<file path="config.mk">
export PLATFORM = sky130hd
export DESIGN_NAME = cf_bcd_tick_counter
export DESIGN_NICKNAME = d
export VERILOG_FILES = /design/src/rtl/cf_bcd_tick_counter.sv
export SDC_FILE = /design/constraint.sdc
export NUM_CORES = 1
export LEC_CHECK = 0
export ABC_AREA = 1
export CAP_MARGIN = 25
export CELL_PAD_IN_SITES_DETAIL_PLACEMENT = 1
export CELL_PAD_IN_SITES_GLOBAL_PLACEMENT = 2
export CORE_MARGIN = 2
export CORE_UTILIZATION = 32
export CTS_CLUSTER_DIAMETER = 30
export CTS_CLUSTER_SIZE = 28
export DETAILED_ROUTE_END_ITERATION = 10
export PLACE_DENSITY = 0.84
export SLEW_MARGIN = 15
export SYNTH_ARGS = -nofsm -noshare
export SYNTH_HDL_FRONTEND = slang
export SYNTH_SLANG_ARGS = --single-unit
</file>
<file path="constraint.sdc">
create_clock -name clk -period 2.85 [get_ports clk]
set_input_delay 0.285 -clock clk [delete_from_list [all_inputs] [get_ports clk]]
set_output_delay 0.285 -clock clk [all_outputs]
set_load 0.05 [all_outputs]
</file>
<file path="src/rtl/cf_bcd_tick_counter.sv">
// cf_bcd_tick_counter
// Samples the divider's slow_clk as data and turns each rising edge into a
// one-cycle tick. Ticks are counted in a packed BCD up/down counter that is
// gated by a small run/pause/clear state machine.

module cf_bcd_tick_counter #(
  parameter int DIGITS = 4
) (
  input  logic                  clk,
  input  logic                  RST,
  input  logic                  slow_clk,
  input  logic                  start,
  input  logic                  stop,
  input  logic                  clear,
  input  logic                  dir,
  output logic [4*DIGITS-1:0]   count,
  output logic                  tick,
  output logic                  wrap,
  output logic                  running,
  output logic [1:0]            state
);

  localparam int W = 4 * DIGITS;

  typedef enum logic [1:0] {
    IDLE  = 2'b00,
    RUN   = 2'b01,
    PAUSE = 2'b10
  } state_t;

  state_t         state_q;
  state_t         state_d;
  logic           s1;
  logic           s2;
  logic           s3;
  logic [W-1:0]   count_q;
  logic [W-1:0]   count_step;
  logic           roll;
  logic           wrap_q;

  // Three-flop chain: s1/s2 synchronise slow_clk, s3 remembers the previous level
  always_ff @(posedge clk) begin
    if (RST) begin
      s1 <= 1'b0;
      s2 <= 1'b0;
      s3 <= 1'b0;
    end else begin
      s1 <= slow_clk;
      s2 <= s1;
      s3 <= s2;
    end
  end

  assign tick = s2 & ~s3;

  // State register
  always_ff @(posedge clk) begin
    if (RST) begin
      state_q <= IDLE;
    end else begin
      state_q <= state_d;
    end
  end

  // Next-state logic; clear dominates, then start, then stop
  always_comb begin
    state_d = state_q;
    if (clear) begin
      state_d = IDLE;
    end else begin
      case (state_q)
        IDLE:    if (start) state_d = RUN;
        RUN:     if (stop)  state_d = PAUSE;
        PAUSE:   if (start) state_d = RUN;
        default: state_d = IDLE;
      endcase
    end
  end

  // Outputs decoded from the registered state only
  always_comb begin
    state   = state_q;
    running = (state_q == RUN);
  end

  // One BCD step in the requested direction; roll survives only if every digit wrapped
  always_comb begin
    count_step = count_q;
    roll       = 1'b1;
    for (int i = 0; i < DIGITS; i++) begin
      if (roll) begin
        if (dir) begin
          if (count_q[4*i +: 4] >= 4'd9) begin
            count_step[4*i +: 4] = 4'd0;
          end else begin
            count_step[4*i +: 4] = count_q[4*i +: 4] + 4'd1;
            roll                 = 1'b0;
          end
        end else begin
          if (count_q[4*i +: 4] == 4'd0) begin
            count_step[4*i +: 4] = 4'd9;
          end else begin
            count_step[4*i +: 4] = count_q[4*i +: 4] - 4'd1;
            roll                 = 1'b0;
          end
        end
      end
    end
  end

  // Count register: clear beats a coincident tick, ticks only count while already in RUN
  always_ff @(posedge clk) begin
    if (RST) begin
      count_q <= '0;
      wrap_q  <= 1'b0;
    end else if (clear) begin
      count_q <= '0;
      wrap_q  <= 1'b0;
    end else if (tick && (state_q == RUN)) begin
      count_q <= count_step;
      wrap_q  <= roll;
    end else begin
      wrap_q  <= 1'b0;
    end
  end

  assign count = count_q;
  assign wrap  = wrap_q;

endmodule
</file>
==> impl_results.md <==
- Area leader, netlist: dfxtp_1
- Initial DRC Count: 44
- Synthesized netlist cell count: 231
- Wire length per cell: 12.5 um
- Most frequent cells in the layout: nand2_1 (36), clkdlybuf4s50_1 (27), inv_1 (26)
- DR pass1 iterations: 4
- CTS tree: yes
- Worst path slowest cell: clkdlybuf4s50_1
- Worst path required time: 2570 ps
- Grt total ovfl: 0
- P_leak: 0.931 nW
- Cells along the critical path: nand2_2, inv_1, clkdlybuf4s50_1
- Initial antenna violation count: 0
- Clock skew: 3.54 ps
- Vias per Instance: 4.78
- Post-layout util: 40.7%
- Flop-to-flop setup slack: 980 ps
- Setup violators final: 0
- Residual DRC count: 0
- Cell Rows: 26
- H-tree depth: 1
- CP max stage delay: 800 ps
- Fin Setup TNS: 0 ps
- Minimum clock period: 1970 ps
- Fill count: 652
- Post-CTS Setup Bufs: 0
- Dpl ws: 809 ps
- Max Cap Viol: 0
- Die area: 5780 um^2
- Crit path max-delay family: buffers and inverters
- # hold bufs at CTS: 0
- Worst Setup Start Kind: flip-flop
- Slew at the pin closest to its max-slew limit: 510 ps
- Min-delay worst type: reg2reg
- Routed wl met3: 132 um
- Maximum VDD drop: 195 uV
- CTS buffer count: 3
- Syn_nets: 254
- Synth unique cells: 30
- Worst-Skew Late Latency: 260 ps
- YS warnings: 0
- Horiz. Die Dim: 76.0 um
- Worst Slack Setup Final: 881 ps
- Final Hold Viols: 0
- Post-CTS Resized: 0
- # clock sinks: 22
- Tcrit/Tclk final: 69.1%
- Register area share after synthesis: 26.5%
- Vias in the first global route: 1,614
- I/O pin cnt: 28
- Clock Root Buffer: clkbuf_8
- Final Instance Count excl. Fillers: 329
- Share of post-route cells with drive strength above 1: 10.4%
- Final Cell Area: 2050 um^2
- Max-slew violations: 0
- Met2 Routed Length: 1990 um
- DRT Wirelength: 4110 um
- Worst-path fanout max: 4
- Status: completed
- Post-Syn Area: 1660 um^2
- Core area: 5040 um^2
- Final ANT Viol Nets: 0
- F_max: 508 MHz
- RSZ-0062 raised after global routing: no
- Layout overhead on the synthesized area: 23.6%
- Largest net degree at the start of global routing: 18
- Diode count: 0
- Worst Path Arrival: 1680 ps
- Die height: 76.0 um
- Pwr/cell area: 296 nW/um^2
- Bufs and invs on worst path: 2
- PortBufs: 27
- Post-synthesis sequential element count: 22
- Synth top area share: 26.5%
- First-pass GRT wire length: 7370 um
- Met1 WL: 1960 um
- Max Root-Sink Buffers: 2
- Vias: 1,574
- Normalized max-slew margin: 65.9%
- GP Congestion: 0.759
- Top Layer Used: met4
- DP Area: 2000 um^2
- Crit Path Class: reg2out
- Overall Global Routing Usage: 15.1%
- Initial Utilization: 32.9%
- CP endpoint kind: primary output
- Nets@finish: 283
- DP Wirelength: 3190 um
- Synthesized area per cell: 7.18 um^2
- Cells after DPL: 325
- Commonest non-fill, non-tap cell in the layout: nand2_1
- Top cells by area, synth: dfxtp_1 (27%), ha_1 (12%), nand2_1 (8.1%)
- Clock-pin slew on the worst setup and hold paths: 80 ps
power breakdown:
group          leakage [nW]   total, W  switching [W]  internal, W
sequential            0.178   0.000313     0.00000264     0.000310
combinational         0.724  0.0000653      0.0000409    0.0000243
clock                0.0288   0.000229       0.000106     0.000123
total                 0.931   0.000607       0.000149     0.000458
synth_stat cells:
cell type   n
nor2_1     22
buf_2       2
nand3_4     1
nor2_4      1
o21ai_0    17
a21oi_4     2
nand2_1    36
o31ai_1     1
buf_6       1
clkbuf_4    1
nand2_4     3
nand4_1     3
a21oi_2     1
ha_1       16
dfxtp_1    22
xnor2_1     4
nand3_1    20
xor2_1      7
buf_4       1
nor2_8      1
and3_1      1
o21ai_1     4
a31oi_1     3
nand2_2     2
nand3_2     3
o22ai_1     3
inv_2       7
inv_1      26
nand3b_1    1
a21oi_1    19
worst paths after layout:
kind,startpoint,end,cells past startpoint
worst max-delay path,state[0]$_SDFFE_PP0P_,running,3
worst min-delay path,s1$_SDFF_PP0_,s2$_SDFF_PP0_,2
worst max register to register,count[0]$_SDFFE_PP0P_,count[15]$_SDFFE_PP0P_,8
worst min register to register,s1$_SDFF_PP0_,s2$_SDFF_PP0_,2
layout make-up:
class	count	area (um^2)	share of cell area, %
multi-input cells	171	1060	51.6
flip-flops and latches	22	440	21.5
repair buffers	29	285	13.9
inverters	33	124	6.04
well taps	70	87.6	4.27
clock buffers	4	55.1	2.68
state kept, by name, indices dropped and copies added (netlist names):
register and count:
count 16, s2 1, s3 1, s1 1, wrap 1, state 2
cells by family (layout without fill, tap and decap cells):
| logic type | count (synthesis) | in the layout | synth area share (%) |
|---|---|---|---|
| and+or+nand+nor | 94 | 94 | 28.7 |
| AOI/OAI and AO/OA | 50 | 50 | 17.3 |
| buffers and inverters | 38 | 66 | 9.65 |
| DFF | 22 | 22 | 26.5 |
| adders and majority gates | 16 | 16 | 12.1 |
| xor gates and xnor gates | 11 | 11 | 5.81 |
per-layer routing:
| layer | vias to the layer above | GRT usage (%) |
|---|---|---|
| met1 | 736 | 19.3 |
| met2 | 23 | 27.2 |
| met4 | 0 | 2.55 |
| li1 | 813 | - |
| met5 | - | 0 |
| met3 | 2 | 2.13 |
per-stage QoR:
step,hold slack (ps),power [W]
2_1_floorplan,356,0.000364
3_3_place_gp,392,0.000386
3_5_place_dp,399,0.000386
4_1_cts,413,0.000623
5_1_grt,434,0.000643
6_report,409,0.000607
worst reg2reg max path: stages, from the launching register on:
cell and delay [ps]:
dfxtp_1 510, inv_1 150, ha_1 260, nand3_2 120
a21oi_4 90, nor2_4 280, nand3_4 180, nor2_1 140
nor2_1 50
Power figures use the tool's default switching activity.
